### src/rtl/des_key_scheduler.sv
// Iterative DES/3DES round-key generator: one 48-bit subkey per cycle, first subkey the cycle after start.
// Backpressure: subkey and tags hold while sk_valid is high without sk_ready (unless BACKPRESSURE=0).
module des_key_scheduler #(
    parameter int NUM_KEYS     = 1,
    parameter int BACKPRESSURE = 1
) (
    input  logic                   clk,
    input  logic                   rst,
    input  logic                   start,
    input  logic                   decrypt,
    input  logic [64*NUM_KEYS-1:0] key_in,
    output logic                   busy,
    output logic                   sk_valid,
    input  logic                   sk_ready,
    output logic [47:0]            sk_data,
    output logic [3:0]             sk_round,
    output logic [1:0]             sk_key_idx,
    output logic                   sk_last,
    output logic                   done
);
    localparam int NPASS = (NUM_KEYS == 1) ? 1 : 3;

    localparam int PC1 [56] = '{57, 49, 41, 33, 25, 17,  9,  1, 58, 50, 42, 34, 26, 18,
                                10,  2, 59, 51, 43, 35, 27, 19, 11,  3, 60, 52, 44, 36,
                                63, 55, 47, 39, 31, 23, 15,  7, 62, 54, 46, 38, 30, 22,
                                14,  6, 61, 53, 45, 37, 29, 21, 13,  5, 28, 20, 12,  4};
    localparam int PC2 [48] = '{14, 17, 11, 24,  1,  5,  3, 28, 15,  6, 21, 10,
                                23, 19, 12,  4, 26,  8, 16,  7, 27, 20, 13,  2,
                                41, 52, 31, 37, 47, 55, 30, 40, 51, 45, 33, 48,
                                44, 49, 39, 56, 34, 53, 46, 42, 50, 36, 29, 32};
    // Bit r set where round r (0-based) uses a two-place rotation.
    localparam logic [15:0] SH2 = 16'h7EFC;

    typedef enum logic [1:0] {ST_IDLE, ST_RUN, ST_DONE} state_t;

    function automatic logic [55:0] pc1(input logic [63:0] k);
        logic [55:0] r;
        logic [5:0]  src;
        logic [5:0]  dst;
        r = '0;
        for (int i = 0; i < 56; i++) begin
            src    = 6'(64 - PC1[i]);
            dst    = 6'(55 - i);
            r[dst] = k[src];
        end
        return r;
    endfunction

    function automatic logic [47:0] pc2(input logic [55:0] cd);
        logic [47:0] r;
        logic [5:0]  src;
        logic [5:0]  dst;
        r = '0;
        for (int i = 0; i < 48; i++) begin
            src    = 6'(56 - PC2[i]);
            dst    = 6'(47 - i);
            r[dst] = cd[src];
        end
        return r;
    endfunction

    function automatic logic [27:0] rot28(input logic [27:0] x, input logic two, input logic right);
        if (right)
            return two ? {x[1:0], x[27:2]} : {x[0], x[27:1]};
        return two ? {x[25:0], x[27:26]} : {x[26:0], x[27]};
    endfunction

    // Forward passes start at C1/D1; reverse passes start at C0/D0, which equals C16/D16.
    function automatic logic [55:0] load_cd(input logic [63:0] k, input logic rev);
        logic [55:0] p;
        p = pc1(k);
        if (rev)
            return p;
        return {rot28(p[55:28], 1'b0, 1'b0), rot28(p[27:0], 1'b0, 1'b0)};
    endfunction

    function automatic logic [1:0] pass_slot(input logic [1:0] p, input logic dec);
        if (NPASS == 1)
            return 2'd0;
        return dec ? 2'd2 - p : p;
    endfunction

    function automatic logic pass_rev(input logic [1:0] p, input logic dec);
        if (NPASS == 1)
            return dec;
        return dec ? (p != 2'd1) : (p == 2'd1);
    endfunction

    // Slots beyond NUM_KEYS alias key 0 (two-key EDE reuses k1 as k3).
    function automatic logic [63:0] slot_key(input logic [191:0] k, input logic [1:0] s);
        logic [1:0] eff;
        eff = (s < 2'(NUM_KEYS)) ? s : 2'd0;
        case (eff)
            2'd1:    return k[127:64];
            2'd2:    return k[191:128];
            default: return k[63:0];
        endcase
    endfunction

    state_t       state_q;
    logic [191:0] keys_q;
    logic         decrypt_q;
    logic [55:0]  cd_q;
    logic [1:0]   pass_q;
    logic [1:0]   slot_q;
    logic         rev_q;
    logic [3:0]   round_q;
    logic         valid_q;
    logic         last_q;
    logic         busy_q;
    logic         done_q;

    logic [191:0] key_in_pad;
    logic         xfer;
    logic         pass_end;
    logic         final_pass;
    logic [1:0]   start_slot_d;
    logic         start_rev_d;
    logic [55:0]  start_cd_d;
    logic [1:0]   next_pass_d;
    logic [1:0]   next_slot_d;
    logic         next_rev_d;
    logic [55:0]  next_cd_d;
    logic [3:0]   step_rnd_d;
    logic         step_two_d;
    logic [55:0]  step_cd_d;
    logic         step_last_d;

    assign key_in_pad   = 192'(key_in);
    assign xfer         = valid_q & (sk_ready | (BACKPRESSURE == 0));
    assign pass_end     = (round_q == (rev_q ? 4'd0 : 4'd15));
    assign final_pass   = (pass_q == 2'(NPASS - 1));

    assign start_slot_d = pass_slot(2'd0, decrypt);
    assign start_rev_d  = pass_rev(2'd0, decrypt);
    assign start_cd_d   = load_cd(slot_key(key_in_pad, start_slot_d), start_rev_d);

    assign next_pass_d  = pass_q + 2'd1;
    assign next_slot_d  = pass_slot(next_pass_d, decrypt_q);
    assign next_rev_d   = pass_rev(next_pass_d, decrypt_q);
    assign next_cd_d    = load_cd(slot_key(keys_q, next_slot_d), next_rev_d);

    // Going backwards undoes the shift of the round being left; going forwards applies the next one.
    assign step_rnd_d   = rev_q ? round_q - 4'd1 : round_q + 4'd1;
    assign step_two_d   = rev_q ? SH2[round_q] : SH2[step_rnd_d];
    assign step_cd_d    = {rot28(cd_q[55:28], step_two_d, rev_q), rot28(cd_q[27:0], step_two_d, rev_q)};
    assign step_last_d  = final_pass && (step_rnd_d == (rev_q ? 4'd0 : 4'd15));

    always_ff @(posedge clk) begin
        if (rst) begin
            state_q   <= ST_IDLE;
            keys_q    <= '0;
            decrypt_q <= 1'b0;
            cd_q      <= '0;
            pass_q    <= '0;
            slot_q    <= '0;
            rev_q     <= 1'b0;
            round_q   <= '0;
            valid_q   <= 1'b0;
            last_q    <= 1'b0;
            busy_q    <= 1'b0;
            done_q    <= 1'b0;
        end else begin
            done_q <= 1'b0;
            case (state_q)
                ST_RUN: begin
                    if (xfer) begin
                        if (pass_end && final_pass) begin
                            state_q <= ST_DONE;
                            valid_q <= 1'b0;
                            last_q  <= 1'b0;
                            busy_q  <= 1'b0;
                            done_q  <= 1'b0 | 1'b1;
                        end else if (pass_end) begin
                            pass_q  <= next_pass_d;
                            slot_q  <= next_slot_d;
                            rev_q   <= next_rev_d;
                            round_q <= next_rev_d ? 4'd15 : 4'd0;
                            cd_q    <= next_cd_d;
                            last_q  <= 1'b0;
                        end else begin
                            round_q <= step_rnd_d;
                            cd_q    <= step_cd_d;
                            last_q  <= step_last_d;
                        end
                    end
                end
                default: begin
                    if (start) begin
                        state_q   <= ST_RUN;
                        keys_q    <= key_in_pad;
                        decrypt_q <= decrypt;
                        pass_q    <= 2'd0;
                        slot_q    <= start_slot_d;
                        rev_q     <= start_rev_d;
                        round_q   <= start_rev_d ? 4'd15 : 4'd0;
                        cd_q      <= start_cd_d;
                        valid_q   <= 1'b1;
                        last_q    <= 1'b0;
                        busy_q    <= 1'b1;
                    end else begin
                        state_q <= ST_IDLE;
                    end
                end
            endcase
        end
    end

    assign busy       = busy_q;
    assign sk_valid   = valid_q;
    assign sk_data    = pc2(cd_q);
    assign sk_round   = round_q;
    assign sk_key_idx = slot_q;
    assign sk_last    = last_q;
    assign done       = done_q;
endmodule

### config.mk
export PLATFORM = sky130hd
export DESIGN_NAME = des_key_scheduler
export DESIGN_NICKNAME = d
export VERILOG_FILES = /design/src/rtl/des_key_scheduler.sv
export SDC_FILE = /design/constraint.sdc
export NUM_CORES = 1
export LEC_CHECK = 0
export ABC_AREA = 1
export CORE_ASPECT_RATIO = 1.5
export CORE_MARGIN = 4
export CORE_UTILIZATION = 40
export CTS_CLUSTER_DIAMETER = 40
export DETAILED_ROUTE_END_ITERATION = 10
export SLEW_MARGIN = 40
export SYNTH_ARGS = -nofsm -noshare
export SYNTH_HDL_FRONTEND = slang
export SYNTH_SLANG_ARGS = --single-unit
### constraint.sdc
create_clock -name clk -period 5.4 [get_ports clk]
set_input_delay 0.81 -clock clk [delete_from_list [all_inputs] [get_ports clk]]
set_output_delay 0.81 -clock clk [all_outputs]
set_load 0.02 [all_outputs]
==> results of run 1 <==
## registers in the layout, summed over array words and instances, names as in the netlist, named ones only
signal and count:
cd_q 56, done 1, rev_q 1, sk_round 4, pass_q 2, decrypt_q 1, busy 1, state_q 2
keys_q 56, sk_last 1
## report_power, final
group	internal, mW	leakage (nW)	switching (mW)
clock network	0.699	0.276	0.490
logic	0.440	3.06	0.809
registers	1.04	1.04	0.115
## cells by family after synthesis
logic type	synth area share, %
compound gates	22.9
xor+xnor	0.103
fa+ha+maj	0.975
buf+inv	14.4
flops	29.8
other cells	0.0443
simple gates	31.7
## how the worst max path moves through the flow
stage	startpoint	endpoint	slack [ns]	depth (start not counted)
final	rev_q	rev_q	2.22	10
after global routing	rev_q	pass_q[0]	1.94	9
after global placement	rev_q	rev_q	2.29	10
after floorplan	sk_round[0]	cd_q[55]	3.24	17
after detailed placement	rev_q	rev_q	2.28	10
after CTS	rev_q	pass_q[1]	2.25	9
## tightest hold or removal path, cell delays in order, from the launching register on
cell and delay, ns:
dfxtp_1 0.30, inv_1 0.06, a211oi_1 0.06
## layer usage
layer	wire length, µm	vias to the layer above
met4	493	0
met2	12900	351
met1	11600	4272
met3	1670	33
li1	-	4608
met5	0	-
## metrics by stage
| stage | hold WS [ns] | setup slack, ns | cell area (µm²) | power (mW) |
|---|---|---|---|---|
| after CTS | 0.473 | 2.25 | 9800 | 3.60 |
| after global routing | 0.514 | 1.94 | 9810 | 3.81 |
| after global placement | 0.450 | 2.29 | 9200 | 2.41 |
| final | 0.469 | 2.22 | 9810 | 3.60 |
| after detailed placement | 0.459 | 2.28 | 9210 | 2.42 |
| after floorplan | 0.440 | 3.24 | 8470 | 2.14 |
## layout make-up
| cell class | count | area [µm²] |
|---|---|---|
| clock buffers | 18 | 439 |
| fillers | 2198 | 10800 |
| well taps | 264 | 330 |
| multi-input cells | 1024 | 4750 |
| clock inverters | 14 | 159 |
| repair buffers | 133 | 1290 |
| flip-flops and latches | 126 | 2520 |
| inverters | 83 | 318 |
## synthesized netlist by cell type, types with 2 or more instances
cell and instances:
a211oi_1 2, a21oi_1 120, a31oi_1 57, buf_1 11
buf_2 6, buf_4 64, buf_6 8, clkbuf_1 72
clkinv_1 2, dfxtp_1 126, ha_1 5, inv_1 79
inv_2 2, nand2_1 442, nand2_2 2, nand3_1 143
nor2_1 64, nor3_1 3, o21ai_0 73, o21ai_1 44
o22ai_1 56
## cell usage in the layout (no fill, tap or decap), drive strengths merged
master and count:
a211oi 2, a21oi 121, a31oi 57, and2 1, and3 1, buf 17, bufinv 2, clkbuf 18
clkdlybuf4s50 116, clkinv 7, clkinvlp 5, conb 2, dfxtp 126, fa 1, ha 5, inv 83
nand2 445, nand3 143, nor2 65, nor3 4, o211ai 1, o21a 1, o21ai 117, o221ai 1
o22ai 56, xnor2 1
==> run summary, run 1 <==
maximum number of pins on one net before global-route repair -> 62
CP bufs+invs -> 4
top cell type's share of synthesized area -> 29.8%
FF-to-FF End -> rev_q
PD cells -> 367 mW/mm²
critical register-to-register path startpoint -> rev_q
Final GP Congestion -> 0.772
crit share post-route -> 59.0%
crit-path leading delay family -> buffers and inverters
antenna viol nets, final -> 0
HP Class -> reg -> reg
cts bufs inserted -> 17
Leak -> 4.38 nW
Setup TNS Final -> 0 ns
via count -> 9264
Post-Syn Area per Cell -> 6.08 µm²
drt total wl -> 26.7 mm
post-cts resize count -> 0
vias per cell -> 5.57
core area -> 0.0206 mm²
slowest cell on the critical path -> buf_4
routing usage on met2 -> 36.9%
FMAX -> 314 MHz
crit path cell chain -> buf_4 -> xnor2_1 -> nor3_4 -> buf_4 -> clkinv_1 -> buf_4 -> o21ai_0 -> nand2_1 -> a21oi_1 -> o21a_1
Main synth FF type -> dfxtp_1
Worst Skew -> 0.0102 ns
hold depth -> 2
post-synthesis cell type count -> 33
Crit. End Element -> register
share of layout cells above drive strength 1 -> 4.72%
H-Tree Depth -> 4
total track usage -> 22.1%
Critical Path RT -> 5.77 ns
wire per inst -> 16.0 µm
status -> finished clean
max-cap violation count -> 0
register area share after synthesis -> 29.8%
CTS Root Cell -> clkbuf_16
Tightest Pin Transition -> 0.770 ns
crit path time final -> 3.18 ns
hold buffers post-CTS -> 0
startpoint types -> register
Final nets -> 1460
M3 GR Usage -> 3.37%
Core Rows -> 64
Layout Cells excl Fill -> 1662
Die Width -> 127 µm
CTS tree -> built
Relative slew margins -> 48.7%
I/O Buffers -> 116
R2R Setup Slk -> 2.22 ns
Initial DRC Count -> 796
ys async rst share -> 0%
Skew-Pair Late Insertion Delay -> 0.43 ns
flops & latches, synth -> 126
Cell Area, Synth -> 0.00847 mm²
Reg2Reg Depth -> 10
clock sink total -> 126
Longest Clk Path Bufs -> 2
synthesis-to-finish area growth -> 15.8%
Final Hold Fails -> 0
vias in the first global route -> 8548
Reg clk slew, reported paths -> 0.07 ns
Arrival @ worst endpoint -> 3.56 ns
die height -> 186 µm
Mapped Cells -> 1393
GR Util met1 -> 28.9%
initial antenna violation count -> 0
most area-hungry cell type in the Yosys netlist -> dfxtp_1
Detail Placement HPWL -> 16.3 mm
worst vdd ir -> 200 µV
EDFF count, synth -> 0
global-route wire length before repair -> 43.3 mm
Yosys Warn Count -> 0
slowest stage delay, CP -> 0.58 ns
placed insts -> 1630
post-CTS setup buffer count -> 0
hold wc startpoint -> pass_q[1]
# IOs -> 127
synth top area cells -> dfxtp_1 (30%), nand2_1 (20%), nand3_1 (8.4%)
RSZ-0062 raised after global routing -> false
most frequent CP cell -> buf_4
crit path max fanout -> 60
Slew Viols, Final -> 0
die area -> 0.0236 mm²
# setup viols final -> 0
post-route DRC violation count -> 0
critical path type -> reg -> reg
gr busiest metal -> met2
fin util -> 47.6%
initial core utilization -> 41.2%
DRT Pass-1 Iters -> 7
diode count -> 0
overflow left after global routing -> 0
worst hold endpoint -> pass_q[1]
Note: power is estimated with default switching activity, not from simulation.
==> inputs of run 2 (changes only) <==
==> constraint.sdc (replaced) <==
create_clock -name clk -period 2.8 [get_ports clk]
set_input_delay 0.42 -clock clk [delete_from_list [all_inputs] [get_ports clk]]
set_output_delay 0.42 -clock clk [all_outputs]
set_load 0.02 [all_outputs]
==> run 2 against run 1 <==
First-iteration DRC count is 10% lower; hold slack worse by 0.0024 ns; via count is 1.4% lower; core utilization is 1.2 points higher; cell count is 0.54% higher; clock power is 120% higher; die area stayed put; design area is 2.5% higher; wire length is 1.7% lower; maximum frequency is 28% higher; setup slack worse by 1.9 ns; combinational power is 100% higher; largest cell class unchanged.
==> run summary, run 2 (synthesis gave the netlist of run 1 again) <==
status -> finished clean (unchanged)
die area -> 0.0236 mm² (unchanged)
I/O Buffers -> 116 (unchanged)
Reg2Reg Depth -> 13 (was 10)
post-route DRC violation count -> 0 (unchanged)
global-route wire length before repair -> 43.2 mm (was 43.3 mm)
Relative slew margins -> 52.6% (was 48.7%)
Crit. End Element -> register (unchanged)
PD cells -> 735 mW/mm² (was 367 mW/mm²)
initial antenna violation count -> 0 (unchanged)
die height -> 186 µm (unchanged)
Die Width -> 127 µm (unchanged)
DRT Pass-1 Iters -> 7 (unchanged)
Reg clk slew, reported paths -> 0.06 ns (was 0.07 ns)
Leak -> 4.52 nW (was 4.38 nW)
Worst Hold Margin -> 0.467 ns (was 0.469 ns)
Final Hold Fails -> 0 (unchanged)
Design Area, Final -> 0.0100 mm² (was 0.00981 mm²)
antenna viol nets, final -> 0 (unchanged)
critical register-to-register path startpoint -> rev_q (unchanged)
GR Util met1 -> 29.4% (was 28.9%)
Final nets -> 1469 (was 1460)
core area -> 0.0206 mm² (unchanged)
FMAX -> 401 MHz (was 314 MHz)
synthesis-to-finish area growth -> 18.6% (was 15.8%)
Longest Clk Path Bufs -> 2 (unchanged)
M3 GR Usage -> 3.37% (unchanged)
maximum number of pins on one net before global-route repair -> 70 (was 62)
CTS Root Cell -> clkbuf_16 (unchanged)
via count -> 9135 (was 9264)
Skew-Pair Late Insertion Delay -> 0.43 ns (about the same)
initial core utilization -> 41.2% (unchanged)
critical path type -> reg -> reg (unchanged)
Worst Skew -> 0.00992 ns (was 0.0102 ns)
Final GP Congestion -> 0.814 (was 0.772)
commonest non-fill, non-tap cell in the layout -> nand2_1 (unchanged)
Initial DRC Count -> 714 (was 796)
Setup TNS Final -> 0 ns (unchanged)
Critical Path Start -> rev_q (unchanged)
hold depth -> 2 (unchanged)
Critical Path RT -> 3.16 ns (was 5.77 ns)
max-cap violation count -> 0 (unchanged)
gr busiest metal -> met2 (unchanged)
share of layout cells above drive strength 1 -> 5.26% (was 4.72%)
diode count -> 0 (unchanged)
crit path max fanout -> 28 (was 60)
CTS tree -> built (unchanged)
overflow left after global routing -> 0 (unchanged)
vias per cell -> 5.47 (was 5.57)
Core Rows -> 64 (unchanged)
Placement Cell Area -> 0.00935 mm² (was 0.00921 mm²)
placed insts -> 1639 (was 1630)
Layout Cells excl Fill -> 1671 (was 1662)
worst vdd ir -> 437 µV (was 200 µV)
HP Class -> reg -> reg (unchanged)
routing usage on met2 -> 36.7% (was 36.9%)
Slew Viols, Final -> 0 (unchanged)
hold buffers post-CTS -> 0 (unchanged)
# IOs -> 127 (unchanged)
most frequent cells in the layout -> nand2_1 (439), nand3_1 (142), dfxtp_1 (124), a21oi_1 (120), clkdlybuf4s50_1 (116) (unchanged)
worst hold endpoint -> pass_q[1] (unchanged)
H-Tree Depth -> 4 (unchanged)
clock sink total -> 126 (unchanged)
crit share post-route -> 89.1% (was 59.0%)
RSZ-0062 raised after global routing -> false (unchanged)
Tightest Pin Transition -> 0.710 ns (was 0.770 ns)
wire per inst -> 15.7 µm (was 16.0 µm)
startpoint types -> register (unchanged)
Arrival @ worst endpoint -> 2.85 ns (was 3.56 ns)
Detail Placement HPWL -> 16.9 mm (was 16.3 mm)
Pwr Total -> 7.39 mW (was 3.60 mW)
vias in the first global route -> 8472 (was 8548)
FF-to-FF End -> cd_q[19] (was rev_q)
R2R Setup Slk -> 0.31 ns (was 2.22 ns)
hold wc startpoint -> pass_q[1] (unchanged)
total track usage -> 21.9% (was 22.1%)
crit path time final -> 2.49 ns (was 3.18 ns)
cts bufs inserted -> 17 (unchanged)
# setup viols final -> 0 (unchanged)
drt total wl -> 26.2 mm (was 26.7 mm)
==> run 2: cell count changes in the layout (fill, tap and decap cells not counted), sizes merged <==
cell and change:
inv -1, bufinv +5, buf +9, clkinvlp -4
==> run 2: layer usage <==
metal | vias up | routed length [µm]
li1 | 4613 | -
met1 | 4243 | 11800
met2 | 256 | 12900
met3 | 23 | 1280
met4 | 0 | 319
met5 | - | 0
==> run 2: cell type report <==
| class | instances | area, µm² |
|---|---|---|
| Clock buffer | 18 | 429 |
| Clock inverter | 14 | 263 |
| Fill cell | 2156 | 10500 |
| Inverter | 83 | 312 |
| Multi-Input combinational cell | 1024 | 4750 |
| Sequential cell | 126 | 2520 |
| Tap cell | 264 | 330 |
| Timing Repair Buffer | 142 | 1440 |
==> run 2: worst max-delay path by stage <==
stage          endpoint  slack, ns  cells past startpoint
2_1_floorplan  cd_q[55]       0.64                     17
3_3_place_gp   cd_q[19]       0.26                     17
3_5_place_dp   cd_q[19]       0.26                     17
4_1_cts        cd_q[19]       0.25                     13
5_1_grt         cd_q[3]       0.04                     17
6_report       cd_q[19]       0.31                     13
==> run 2: metrics by stage <==
stage / utilization (%) / setup slack, ns
6_report: 48.8 / 0.305
5_1_grt: 48.8 / 0.0369
4_1_cts: 48.8 / 0.250
3_5_place_dp: 45.4 / 0.258
3_3_place_gp: 45.4 / 0.263
2_1_floorplan: - / 0.636
==> run 2: timing repair <==
item | 4_1_cts | 5_1_grt
resized for setup | 0 | 1
endpoints found under the setup margin | 0 | 25
buffers inserted | 0 | 0
==> run 2: worst max-delay path: stages, from the launching register on <==
cell and delay [ns]:
dfxtp_2 0.49, ha_1 0.35, a21oi_1 0.19, nand3_1 0.12, nand3_1 0.14, nand3_2 0.17, nand2_4 0.23, buf_12 0.20
nand2_1 0.08, nand2_1 0.06, nand2_1 0.05, nand3_1 0.14, nand2_1 0.08, a21oi_1 0.11
==> run 2: report_power, final <==
part	switching [mW]	internal, mW
Clock	0.877	1.76
Sequential	0.234	2.01
Combinational	1.56	0.945
Total	2.67	4.72
==> inputs of run 3 (changes only) <==
--- a/config.mk
+++ b/config.mk
@@ -6,6 +6,7 @@
 export NUM_CORES = 1
 export LEC_CHECK = 0
 export ABC_AREA = 1
+export ABC_CLOCK_PERIOD_IN_PS = 2800
 export CORE_ASPECT_RATIO = 1.5
 export CORE_MARGIN = 4
 export CORE_UTILIZATION = 40
==> results of run 3 <==
The final DEF is identical to that of run 2; final timing and power are the same.
==> RTL edit 1 (config.mk and constraints of run 2) <==
Add an input register stage for `key_in`; this delays it by one clock. The other inputs are not delayed to match.
--- a/src/rtl/des_key_scheduler.sv
+++ b/src/rtl/des_key_scheduler.sv
@@ -34,4 +34,10 @@
     typedef enum logic [1:0] {ST_IDLE, ST_RUN, ST_DONE} state_t;
 
+    logic [64*NUM_KEYS-1:0] key_q;
+
+    always_ff @(posedge clk) begin
+        key_q <= key_in;
+    end
+
     function automatic logic [55:0] pc1(input logic [63:0] k);
         logic [55:0] r;
@@ -127,5 +133,5 @@
     logic         step_last_d;
 
-    assign key_in_pad   = 192'(key_in);
+    assign key_in_pad   = 192'(key_q);
     assign xfer         = valid_q & (sk_ready | (BACKPRESSURE == 0));
     assign pass_end     = (round_q == (rev_q ? 4'd0 : 4'd15));
Formal check against the unedited RTL: not equivalent (a bounded check fails within 4 cycles, from zero or initial values and one cycle with rst high).
==> RTL edit 1 against run 2 <==
  * Sequential cell count up 56
  * Final cell count up 6.5%
  * Largest cell class unchanged
  * Hold slack worse by 0.046 ns
  * Via count up 5.8%
  * Routed wire length up 11%
  * Worst setup slack better by 0.0056 ns
  * Synthesized cell count up 4.2%
  * Cell area up 10%
  * Highest routed layer unchanged
  * Critical path depth unchanged
  * Area after synthesis up 13%
  * Critical endpoint is now cd_q[5]$_SDFFE_PP0N_
  * Combinational power down 26%
  * Power down 2.1%
  * Critical path type unchanged
  * Global-route usage down 0.14 points
  * Sequential share of layout area up 7.7 points
==> RTL edit 1: results (changes against run 2) <==
Run status
  – Outcome: finished, final reports clean

Routing
  – Vias per std cell: 5.43 (-0.71%)
  – Number of DRC markers in iteration 0: 800 (+12%)
  – Pre-Repair DR Iteration Count: 5 (-2)
  – Total Wirelength: 29.1 mm (+11%)

Synth
  – Largest cells by area after synthesis: dfxtp_1 (38%), nand2_1 (17%), nand3_1 (7.6%)
  – Seq/Total Area, Yosys: 38.0% (+8.3 points)
  – Post-synthesis adder-cell area fraction: 0.862% (-0.11 points)
  – Synth Area in Compound Gates: 20.1% (-2.8 points)
  – Synth cell count leaders: nand2_1 (439), dfxtp_1 (182), nand3_1 (146)
  – Syn Area/Cell: 6.60 um^2 (+8.6%)

Setup path
  – Crit-path max cell delay: 0.47 ns (-0.02 ns)
  – Crit path max fanout: 56 (+100%)
  – Crit path to: cd_q[5]$_SDFFE_PP0N_

GRT
  – M3 GR Usage: 3.64% (+0.27 points)
  – Met2 GRT Util: 39.6% (+2.9 points)
  – Routing usage on met1: 24.1% (-5.3 points)
  – All-Layer GR Usage: 21.8% (-0.14 points)
  – Global-route wire length before repair: 47.0 mm (+8.8%)

Timing
  – Clock Skew: 0.00657 ns (-0.00335 ns)
  – Fmax: 402 MHz (+0.23%)
  – Slew HR: 50.8% (-1.9 points)

Layout
  – Fraction of layout cells with a size suffix above 1: 4.93% (-0.33 points)
  – Nets: 1523 (+3.7%)

Placement
  – Hpwl dp: 18.1 mm (+7.2%)
  – Final GP Congestion: 0.806 (-1.0%)
  – Placed cell area: 10500 um^2 (+12%)
  – Pre-CTS WS: 0.314 ns (+0.0557 ns)

Pwr
  – Leak Pwr: 4.92 nW (+8.8%)
  – VDD IR max: 0.000446 V (+2.0%)
==> RTL edit 1: cell types whose count changed after synthesis, sizes merged, moves of 2 or more <==
| cell | change |
|---|---|
| dfxtp | +56 |
| clkinv | -2 |
| nor3 | -3 |
| a21oi | -2 |
| clkbuf | +3 |
| nand2 | -3 |
| nor2 | +7 |
| buf | -2 |
| nand3 | +4 |
==> RTL edit 1: worst min-delay path by stage <==
stage | startpoint | endpoint | slack [ns] | cells after the start
finish | key_in[46] | key_q[46]$_DFF_P_ | 0.42 | 1
CTS | key_in[46] | key_q[46]$_DFF_P_ | 0.40 | 1
global placement | pass_q[1]$_SDFFE_PP0P_ | pass_q[1]$_SDFFE_PP0P_ | 0.46 | 2
global route | key_in[22] | key_q[22]$_DFF_P_ | 0.39 | 1
floorplan | pass_q[1]$_SDFFE_PP0P_ | pass_q[1]$_SDFFE_PP0P_ | 0.44 | 2
detailed placement | pass_q[1]$_SDFFE_PP0P_ | pass_q[1]$_SDFFE_PP0P_ | 0.47 | 2
==> RTL edit 1: cells by family after synthesis <==
family	Yosys count
AO/OA/AOI/OAI	354
XOR/XNOR	1
adder cells (fa/ha/maj)	6
buffers and inverters	242
flip-flops	182
other	1
AND/OR/NAND/NOR	665
==> RTL edit 1: cell type report <==
class                   count  area, um^2
well taps                 319         399
repair buffers            139        1400
inverters                  80         303
flip-flops and latches    182        3650
clock buffers              21         460
fillers                  2504       12600
multi-input cells        1028        4770
clock inverters            11         125
==> RTL edit 1: power groups by stage <==
stage	Sequential (mW)	Clock (mW)	Combinational (mW)
global route	2.98	2.59	2.08
finish	2.95	2.42	1.86
global placement	3.01	0	1.84
floorplan	2.96	0	1.42
detailed placement	3.01	0	1.85
CTS	2.95	2.48	1.86
==> RTL edit 2 (config.mk and constraints of run 2) <==
Without the edit above. Change the parameter `NUM_KEYS` from 1 to 2.
--- a/src/rtl/des_key_scheduler.sv
+++ b/src/rtl/des_key_scheduler.sv
@@ -2,5 +2,5 @@
 // Backpressure: subkey and tags hold while sk_valid is high without sk_ready (unless BACKPRESSURE=0).
 module des_key_scheduler #(
-    parameter int NUM_KEYS     = 1,
+    parameter int NUM_KEYS     = 2,
     parameter int BACKPRESSURE = 1
 ) (
Interface: changed (resized key_in); port bits go from 127 to 191. No check against the original RTL was run, so the function may have changed too.
==> RTL edit 2 against run 2 <==
  * Sequential cell count rose by 58
  * Routed wire length grew 41%
  * Cell area up 29%
  * Non-clock buffer count up 70
  * Synthesized cell count grew 20%
  * Worst setup slack improved by 0.0085 ns
  * Area after synthesis up 27%
  * Global-route usage rose by 2.5 points
  * Power increased by 4.0%
==> RTL edit 2: results (changes against run 2) <==
GRT
  – Global-route wire length before repair: 58.4 mm (+35%)
  – Vias in the first global route: 10.7k (+26%)
  – All-Layer GR Usage: 24.5% (+2.5 points)
  – Antenna violations before repair: 0 (unchanged)
  – Largest net degree at the start of global routing: 118 (+69%)

Synth
  – Largest cells by area after synthesis: dfxtp_1 (34%), nand2_1 (11%), a21oi_1 (9.1%)
  – Seq/Total Area, Yosys: 34.4% (+4.6 points)
  – Syn Area/Cell: 6.44 um^2 (+5.8%)
  – Fraction of registers with async set/reset: 0% (unchanged)
  – Synth cell count leaders: nand2_1 (307), nor2_1 (218), a21oi_1 (196)
  – Post-synth cell types: 31 (-6.1%)

Routing
  – Number of DRC markers in iteration 0: 1164 (+63%)
  – Total Wirelength: 37.0 mm (+41%)
  – Routed WL per cell: 17.9 um (+14%)
  – DRC: 0 (unchanged)
  – DR WL met3: 2.34 mm (+84%)
  – Max Used Layer: met4
  – Met2 WL: 17.4 mm (+36%)
  – Pre-Repair DR Iteration Count: 6 (-1)
  – Vias per std cell: 5.64 (+3.2%)
  – Wl on met1: 16.3 mm (+38%)

Placement
  – Cells after DPL: 2030 (+24%)
  – Final GP Congestion: 0.854 (+4.9%)
  – Port Buffer Count: 174 (+50%)
  – Placed cell area: 12400 um^2 (+32%)
  – Hpwl dp: 25.7 mm (+52%)

Layout
  – Number of fill cells in the layout: 2688 (+25%)
  – Max reg flops: 112
  – Nets: 1852 (+26%)
  – Fraction of layout cells with a size suffix above 1: 5.04% (-0.22 points)
  – Antenna fix cells: 0 (unchanged)

Setup path
  – Flop2flop setup slack: 0.31 ns
  – WP data arrival: 2.80 ns (-0.05 ns)
  – R2r worst-path depth: 11 (-2)
  – Crit path max fanout: 56 (+100%)
  – RR Startpoint: rev_q$_SDFFE_PP0P_
  – Worst reg2reg path endpoint: cd_q[52]$_SDFFE_PP0N_

Run status
  – Outcome: finished, final reports clean

Clock network
  – Post-CTS setup buffer count: 0 (unchanged)
  – Total CTS buffers: 17 (unchanged)

Min path
  – Worst hold start: keys_q[39]$_SDFFE_PP0P_
  – Hold EP: keys_q[39]$_SDFFE_PP0P_

Timing
  – Actual slew at the worst max-slew pin: 0.827 ns (+0.117 ns)
  – Clock Skew: 0.00925 ns (-0.000669 ns)

Pwr
  – PwrDens: 594 nW/um^2 (-19%)
  – Leak Pwr: 5.14 nW (+14%)
  – VDD IR max: 0.000421 V (-3.8%)
## RTL edit 2: cell types whose count changed in the layout (fill, tap and decap cells not counted), moves of 56 or more
| cell | change |
|---|---|
| nor2_1 | +152 |
| nand2_1 | -134 |
| o21ai_0 | +97 |
| a21oi_1 | +76 |
| dfxtp_1 | +60 |
| clkdlybuf4s50_1 | +58 |
| a31oi_1 | -57 |
| a22oi_1 | +56 |
| o22ai_1 | -56 |
## RTL edit 2: layer usage
metal	track usage, %	up-vias
met5	0	-
met2	39.5	451
met3	3.56	50
met4	7.38	0
met1	33.7	5429
li1	-	5700
## RTL edit 2: worst max path at each step
stage                                   startpoint               endpoint  slack, ns
final                           rev_q$_SDFFE_PP0P_  cd_q[52]$_SDFFE_PP0N_       0.31
after floorplan             pass_q[0]$_SDFFE_PP0P_  cd_q[14]$_SDFFE_PP0N_       0.54
after global placement                    sk_ready  cd_q[55]$_SDFFE_PP0N_       0.33
after global routing      sk_round[1]$_SDFFE_PP0N_  cd_q[49]$_SDFFE_PP0N_       0.11
after detailed placement                  sk_ready  cd_q[44]$_SDFFE_PP0N_       0.28
after CTS                       rev_q$_SDFFE_PP0P_  cd_q[52]$_SDFFE_PP0N_       0.31
## RTL edit 2: final cells by class
cell class	instances	area share (%)
clock buffer	19	3.43
clock inverter	13	0.745
inverter	57	1.67
multi-input combinational	1240	45.7
sequential	184	28.5
tap	337	3.26
timing repair buffer	212	16.7
## RTL edit 2: metrics by stage
stage | worst slack (ns) | hold WS (ns)
CTS | 0.313 | 0.452
finish | 0.314 | 0.452
detailed placement | 0.277 | 0.441
global placement | 0.327 | 0.437
global route | 0.115 | 0.472
floorplan | 0.544 | 0.425
## RTL edit 2: power breakdown
group          switching, mW  internal [mW]
Clock                   1.11           1.17
Combinational           1.47          0.875
Sequential             0.211           2.85
Total                   2.79           4.90
## RTL edit 2: cell families (layout without fill, tap and decap cells)
family	after synthesis	in the layout	synth area share, %
simple gates	726	726	28.0
compound gates	504	504	25.7
buf+inv	242	301	10.8
flops	184	184	34.4
fa+ha+maj	7	7	0.887
xor+xnor	3	3	0.245
## RTL edit 2: critical path: stages, from the launching register on
cell	delay, ns
dfxtp_1	0.36
ha_1	0.37
nand2_1	0.08
nor2_2	0.14
nand2_1	0.13
inv_2	0.13
nand3_2	0.11
nand2_4	0.33
inv_2	0.08
buf_4	0.33
o21ai_0	0.26
a21oi_1	0.05
